--- src/rtl/bcd_mod_counter_if.sv ---
// Control, preset, compare and result signals of one BCD modulo counter stage.
// The master side (driver/testbench or upstream logic) drives controls; the counter is the slave.
interface bcd_mod_counter_if;
   logic       pulse;
   logic       down;
   logic       load;
   logic [3:0] load_tens;
   logic [3:0] load_ones;
   logic [3:0] cmp_tens;
   logic [3:0] cmp_ones;
   logic [3:0] tens;
   logic [3:0] ones;
   logic       carry;
   logic       borrow;
   logic       load_err;
   logic       match;

   modport master (
      output pulse, down, load, load_tens, load_ones, cmp_tens, cmp_ones,
      input  tens, ones, carry, borrow, load_err, match
   );

   modport slave (
      input  pulse, down, load, load_tens, load_ones, cmp_tens, cmp_ones,
      output tens, ones, carry, borrow, load_err, match
   );
endinterface

--- src/rtl/bcd_mod_counter.sv ---
// Two-digit BCD up/down modulo counter with range-checked preset, carry/borrow and compare.
// All count arithmetic is digit-wise BCD; MIN/MAX digits are fixed at elaboration.
module bcd_mod_counter #(
   parameter int MIN_VALUE = 0,
   parameter int MAX_VALUE = 59
) (
   input  logic               clk,
   input  logic               rst,
   bcd_mod_counter_if.slave   bus
);

   localparam logic [3:0] MIN_TENS = 4'(MIN_VALUE / 10);
   localparam logic [3:0] MIN_ONES = 4'(MIN_VALUE % 10);
   localparam logic [3:0] MAX_TENS = 4'(MAX_VALUE / 10);
   localparam logic [3:0] MAX_ONES = 4'(MAX_VALUE % 10);
   localparam logic [7:0] MIN_BCD  = {MIN_TENS, MIN_ONES};
   localparam logic [7:0] MAX_BCD  = {MAX_TENS, MAX_ONES};

   typedef enum logic [1:0] {
      OP_HOLD,
      OP_LOAD,
      OP_UP,
      OP_DOWN
   } op_e;

   logic [3:0] r_tens;
   logic [3:0] r_ones;
   logic       r_carry;
   logic       r_borrow;
   logic       r_load_err;

   op_e        w_op;
   logic [3:0] w_tens_nxt;
   logic [3:0] w_ones_nxt;
   logic       w_carry_nxt;
   logic       w_borrow_nxt;
   logic       w_load_err_nxt;
   logic       w_load_ok;
   logic       w_cur_ok;
   logic       w_at_min;
   logic       w_at_max;

   // With both digits <= 9, comparing the packed BCD byte orders values numerically.
   function automatic logic bcd_in_range(input logic [3:0] t, input logic [3:0] o);
      return (t <= 4'd9) && (o <= 4'd9) && ({t, o} >= MIN_BCD) && ({t, o} <= MAX_BCD);
   endfunction

   assign w_load_ok = bcd_in_range(bus.load_tens, bus.load_ones);
   assign w_cur_ok  = bcd_in_range(r_tens, r_ones);
   assign w_at_min  = ({r_tens, r_ones} == MIN_BCD);
   assign w_at_max  = ({r_tens, r_ones} == MAX_BCD);

   always_comb begin
      w_op = OP_HOLD;
      if (bus.load) begin
         w_op = OP_LOAD;
      end else if (bus.pulse) begin
         w_op = bus.down ? OP_DOWN : OP_UP;
      end
   end

   always_comb begin
      w_tens_nxt     = r_tens;
      w_ones_nxt     = r_ones;
      w_carry_nxt    = 1'b0;
      w_borrow_nxt   = 1'b0;
      w_load_err_nxt = 1'b0;
      case (w_op)
         OP_LOAD: begin
            if (w_load_ok) begin
               w_tens_nxt = bus.load_tens;
               w_ones_nxt = bus.load_ones;
            end else begin
               w_load_err_nxt = 1'b1;
            end
         end
         OP_UP: begin
            // An out-of-range count (unreachable in normal operation) recovers to MIN.
            if (!w_cur_ok) begin
               w_tens_nxt = MIN_TENS;
               w_ones_nxt = MIN_ONES;
            end else if (w_at_max) begin
               w_tens_nxt  = MIN_TENS;
               w_ones_nxt  = MIN_ONES;
               w_carry_nxt = 1'b1;
            end else if (r_ones == 4'd9) begin
               w_ones_nxt = 4'd0;
               w_tens_nxt = r_tens + 4'd1;
            end else begin
               w_ones_nxt = r_ones + 4'd1;
            end
         end
         OP_DOWN: begin
            if (!w_cur_ok) begin
               w_tens_nxt = MIN_TENS;
               w_ones_nxt = MIN_ONES;
            end else if (w_at_min) begin
               w_tens_nxt   = MAX_TENS;
               w_ones_nxt   = MAX_ONES;
               w_borrow_nxt = 1'b1;
            end else if (r_ones == 4'd0) begin
               w_ones_nxt = 4'd9;
               w_tens_nxt = r_tens - 4'd1;
            end else begin
               w_ones_nxt = r_ones - 4'd1;
            end
         end
         default: begin
         end
      endcase
   end

   always_ff @(posedge clk) begin
      if (rst) begin
         r_tens     <= MIN_TENS;
         r_ones     <= MIN_ONES;
         r_carry    <= 1'b0;
         r_borrow   <= 1'b0;
         r_load_err <= 1'b0;
      end else begin
         r_tens     <= w_tens_nxt;
         r_ones     <= w_ones_nxt;
         r_carry    <= w_carry_nxt;
         r_borrow   <= w_borrow_nxt;
         r_load_err <= w_load_err_nxt;
      end
   end

   assign bus.tens     = r_tens;
   assign bus.ones     = r_ones;
   assign bus.carry    = r_carry;
   assign bus.borrow   = r_borrow;
   assign bus.load_err = r_load_err;
   // Zero-latency compare; consumers register it if they need a clean edge.
   assign bus.match    = ({r_tens, r_ones} == {bus.cmp_tens, bus.cmp_ones});

endmodule

--- src/flat_wrapper.sv ---
// flat-port wrapper written by rule: the top's interface ports become plain ports
module bcd_mod_counter_flat 
#(
   parameter int MIN_VALUE = 0,
   parameter int MAX_VALUE = 59
)
  (clk, rst, bus_pulse, bus_down, bus_load, bus_load_tens, bus_load_ones, bus_cmp_tens, bus_cmp_ones, bus_tens, bus_ones, bus_carry, bus_borrow, bus_load_err, bus_match);
  bcd_mod_counter_if bus_i ();
  input  logic clk;
  input  logic rst;
  input wire logic [$bits(bus_i.pulse)-1:0] bus_pulse;
  input wire logic [$bits(bus_i.down)-1:0] bus_down;
  input wire logic [$bits(bus_i.load)-1:0] bus_load;
  input wire logic [$bits(bus_i.load_tens)-1:0] bus_load_tens;
  input wire logic [$bits(bus_i.load_ones)-1:0] bus_load_ones;
  input wire logic [$bits(bus_i.cmp_tens)-1:0] bus_cmp_tens;
  input wire logic [$bits(bus_i.cmp_ones)-1:0] bus_cmp_ones;
  output wire logic [$bits(bus_i.tens)-1:0] bus_tens;
  output wire logic [$bits(bus_i.ones)-1:0] bus_ones;
  output wire logic [$bits(bus_i.carry)-1:0] bus_carry;
  output wire logic [$bits(bus_i.borrow)-1:0] bus_borrow;
  output wire logic [$bits(bus_i.load_err)-1:0] bus_load_err;
  output wire logic [$bits(bus_i.match)-1:0] bus_match;
  assign bus_i.pulse = bus_pulse;
  assign bus_i.down = bus_down;
  assign bus_i.load = bus_load;
  assign bus_i.load_tens = bus_load_tens;
  assign bus_i.load_ones = bus_load_ones;
  assign bus_i.cmp_tens = bus_cmp_tens;
  assign bus_i.cmp_ones = bus_cmp_ones;
  assign bus_tens = bus_i.tens;
  assign bus_ones = bus_i.ones;
  assign bus_carry = bus_i.carry;
  assign bus_borrow = bus_i.borrow;
  assign bus_load_err = bus_i.load_err;
  assign bus_match = bus_i.match;
  bcd_mod_counter #(.MIN_VALUE(MIN_VALUE), .MAX_VALUE(MAX_VALUE)) u_core (.clk(clk), .rst(rst), .bus(bus_i));
endmodule
--- config.mk ---
export PLATFORM = sky130hd
export DESIGN_NAME = bcd_mod_counter_flat
export DESIGN_NICKNAME = d
export VERILOG_FILES = /design/src/rtl/bcd_mod_counter_if.sv /design/src/rtl/bcd_mod_counter.sv /design/src/flat_wrapper.sv
export SDC_FILE = /design/constraint.sdc
export NUM_CORES = 1
export LEC_CHECK = 0
export ABC_CLOCK_PERIOD_IN_PS = 2300
export BUFFER_PORTS_ARGS = -buffer_cell sky130_fd_sc_hd__buf_2
export CORE_UTILIZATION = 45
export DETAILED_ROUTE_END_ITERATION = 8
export PLACE_DENSITY = 0.73
export SYNTH_ARGS = -nofsm -noshare
export SYNTH_HDL_FRONTEND = slang
export SYNTH_SLANG_ARGS = --single-unit
export TNS_END_PERCENT = 100
--- constraint.sdc ---
create_clock -name clk -period 2.3 [get_ports clk]
set_input_delay 0.23 -clock clk [delete_from_list [all_inputs] [get_ports clk]]
set_output_delay 0.23 -clock clk [all_outputs]
set_load 0.01 [all_outputs]
# Yosys cells after proc, flatten, opt, wreduce, memory -nomap -nowiden
# Cells that the tools add are included.
# classes
add_sub_neg	4
reduce_logical	14
bitwise	4
n_eq_ne	9
n_lt_le_gt_ge	8
mux	22
# ops
operator	count
$mux 4	14
$pmux 4 s3	2
$ge 8x1->1 const B	2
$le 4x4->1 const B	4
$le 8x7->1 const B	2
$add 4x1->4 const B	2
$eq 8x7->1 const B	1
$eq 8x8->1	1
$logic_not 8->1	1
$ne 4x4->1 const B	2
$sub 4x1->4 const B	2
$logic_and 1x1->1	6
$reduce_or 3->1	2
$eq 2x2->1 const B	2
$eq 4x4->1 const B	1
$logic_not 4->1	1
$mux 1	4
$mux 2	2
$not 1->1	4
$reduce_and 4->1	1
$reduce_bool 3->1	1
$eq 2x1->1 const B	1
$ne 2x1->1 const B	1
$reduce_and 2->1	1
$reduce_or 2->1	1
# totals
in_bits	21
ff_bits	11

# Depth between registers and ports, before layout
# depth
word_depth	6
mapped_depth	7
mapped_depth_nobuf	7

# Least setup slack after synthesis
# No wires, ideal clock.
# synth_path
path_kind	register -> register
startpoint	reg u_core.r_tens[0], in the netlist u_core.bus.tens[0]
endpoint	reg u_core.r_tens[1], in the netlist u_core.bus.tens[1]
required_time_ns	2.167
period_less_slack_ns	1.718
n_path_buf	0
arrival_ns	1.584
path_slack_ns	0.582
path_stages_with_launch	8
path_cell_list	dfxtp_1 > inv_1 > ha_1 > or3b_1 > nor3_2 > nor3_1 > o32ai_1 > nor4_1
# synth_via
elab_chain_cells	6
elab_cells_between_ends	20
classes_between	2 x add/sub; 3 x order compare; 3 x eq/ne; 7 x mux; 5 x reduce/logical
# synth_lines
element	line_no	text
start, declared	bcd_mod_counter.sv:26	logic [3:0] r_tens;
start signal, assigned	bcd_mod_counter.sv:121	r_tens <= w_tens_nxt;
parallel branches: the longest is 6 deep, another holds $ge 8x1->1	--	
# Parallel ways; which one is timed is not known. The select of a mux whose other input is x is not followed.
# A chain may end at the register's enable or synchronous reset.

# Worst setup path after layout
# Ends and elaborated chain as after synthesis.

==> out/qor.txt <==
Routability cong. -> 0.8529
Part of the power in registers -> 0.425
Hold path cells -> 3
Yosys warning total -> 0
Async SR Flop Fraction -> 0
Initial Util -> 0.4919
Number of port buffers -> 32
Critical setup path kind -> flip-flop to flip-flop
Worst Reg-to-Reg Cells -> 7
Total GRT Usage -> 0.2250
RR Endpoint -> u_core.bus.tens[1]$_SDFFE_PP0P_
Setup TNS -> 0 ps
Status -> completed
Synth Cell Area -> 984.7 sq um
Reg-to-Reg Start -> u_core.bus.tens[0]$_SDFFE_PP0P_
Fmax -> 0.5370 GHz
Global route overflow -> 0
Fin Hold WS -> 237.5 ps
Internal cell power -> 363.5 uW
Leakage -> 0.0004839 uW
CP Data Required Time -> 2460 ps
Die W -> 48.78 um
Share of cells above drive strength 1 -> 0.2756
P&R area growth vs syn -> 18.55%
HPWL after DPL -> 1.873 mm
Top-Level Pins -> 33
Hold crit path type -> input port to flip-flop
Switching Share -> 0.3594
Register area share after synthesis -> 0.2236
Pin count of the biggest net entering global routing -> 20
Finished Cell Area -> 1167 sq um
Hold buffers post-CTS -> 0
H-Tree Depth -> 1
Final Setup Violations -> 0
Comb pwr share -> 0.341
Clk pwr share -> 0.234
Die area -> 2379 sq um
Clk_skew -> 5.574 ps
Skew-Pair Late Insertion Delay -> 270 ps
Chip height -> 48.78 um
Max FO, Critical Path -> 7
Slew HR -> 0.6516
Finished Layout Cells -> 183
Fin. Hold Viols -> 0
Vias -> 1,080
Total CTS buffers -> 3
# diodes -> 0
Switching pwr -> 203.9 uW
Mean routed wirelength per cell -> 13.49 um
Leading cell type in the layout, fill and taps excluded -> buf_2
RSZ-0062 raised after global routing -> no
Commonest register cell after synthesis -> dfxtp_1
Post-DR vias/cell -> 5.902
Syn_nets -> 153
Crit start category -> flip-flop
Max VDD drop -> 0.3155 mV
Min-Delay Endpoint -> u_core.bus.tens[2]$_SDFFE_PP0P_
Clock slew at reported path FFs -> 70 ps
Initial antenna violation count -> 0
Dpl cells -> 179
Most frequent cells in the layout -> 32 x buf_2, 12 x nor2_1, 11 x dfxtp_1
Critical Path End Type -> flip-flop
Minimum clock period after layout -> 1862 ps
Setup ws final -> 437.9 ps
WP data arrival -> 2020 ps
Cell variety after synth -> 44
Bufs on Longest Clock Path -> 2
Worst reg2reg setup slack -> 440 ps
Clock sinks -> 11
Power density cells -> 486.1 nW/um^2
Routed WL -> 2.468 mm
Max-slew violations -> 0
Drt first pass iters -> 4
Post-Syn Area per Cell -> 7.693 sq um
Nets@finish -> 182
Setup WS pre-CTS -> 460.8 ps
Post-synth EDFFs -> 0
Setup bufs post-CTS -> 0
First-pass GRT wire length -> 4.298 mm
Core area -> 2002 sq um
Worst-Margin Slew -> 520.2 ps
DR DRC count -> 0
Root buf cell -> clkbuf_4
Placement Cell Area -> 1141 sq um
Row count -> 16
# resized after CTS -> 0
Post-synthesis sequential element count -> 11
CTS tree -> done
Vias in the first global route -> 932
Gate Count Post-Synth -> 128
Hold_sp -> bus_load_tens[2]
Max cap viols -> 0
DRC violation total after the first TritonRoute iteration -> 40
Period utilisation layout -> 0.8096
Post-route antenna net violation count -> 0
cell type report:
cell class              count  area, sq um
multi-input cells         103        704.4
inverters                   6        22.52
repair buffers             32        160.2
well taps                  27        33.78
flip-flops and latches     11        220.2
fillers                   203        834.6
clock buffers               4        26.28
state kept, by name, summed over array words and instances (netlist names):
register / cells
u_core.bus.borrow: 1
u_core.bus.tens: 4
u_core.bus.carry: 1
u_core.bus.load_err: 1
u_core.bus.ones: 4
cells in the mapped netlist, types with 5 or more instances:
library cell	instances	area share
o21ai_1	5	0.025
nand3_1	5	0.025
nor2_1	12	0.046
nor3_1	5	0.025
xnor2_1	8	0.071
dfxtp_1	11	0.22
nand4_1	5	0.032
inv_1	6	0.023
nand2_1	6	0.023
a21oi_1	6	0.030
buf_2	5	0.025
worst max-delay path: stages, from the launching register on:
cell and delay (ps):
dfxtp_1 390, inv_1 150, ha_1 180, or3b_1 390, nor3_2 210, nor3_1 70, o32ai_1 270, nor4_1 80
metrics by stage:
stage                     power, uW    util
after CTS                     567.9  0.5831
after global placement        434.1  0.5700
after floorplan               379.9       -
final                         567.4  0.5831
after global routing          608.4  0.5831
after detailed placement      438.4  0.5700
cells by family after synthesis:
kind of cell,count (synthesis),synth area share
simple gates,58,0.3481
compound gates,31,0.2224
mux,2,0.02287
xor+xnor,8,0.07116
fa+ha+maj,4,0.05083
buf+inv,14,0.06098
flops,11,0.2236
layer usage:
layer / GRT usage / up-vias / share of wire
li1: - / 535 / -
met1: 0.3167 / 504 / 0.46
met2: 0.3727 / 39 / 0.48
met3: 0.03115 / 2 / 0.056
met4: 0.02941 / 0 / 0.0061
met5: 0 / - / 0
power groups by stage:
stage / sequential (uW) / combinational, uW / clock (uW)
global route: 247 / 216 / 145
CTS: 241 / 194 / 133
global placement: 243 / 191 / 0
detailed placement: 246 / 193 / 0
floorplan: 228 / 152 / 0
finish: 241 / 194 / 133
how the worst max path moves through the flow:
stage	startpoint	end	slack (ps)	cells past startpoint
finish	u_core.bus.tens[0]$_SDFFE_PP0P_	u_core.bus.tens[1]$_SDFFE_PP0P_	440	7
global route	u_core.bus.tens[1]$_SDFFE_PP0P_	u_core.bus.tens[1]$_SDFFE_PP0P_	280	7
CTS	u_core.bus.tens[0]$_SDFFE_PP0P_	u_core.bus.tens[1]$_SDFFE_PP0P_	430	7
detailed placement	u_core.bus.tens[0]$_SDFFE_PP0P_	u_core.bus.tens[1]$_SDFFE_PP0P_	460	7
global placement	u_core.bus.tens[1]$_SDFFE_PP0P_	u_core.bus.tens[2]$_SDFFE_PP0P_	560	7
floorplan	u_core.bus.tens[0]$_SDFFE_PP0P_	u_core.bus.tens[1]$_SDFFE_PP0P_	580	7
Note: power is estimated with default switching activity, not from simulation.
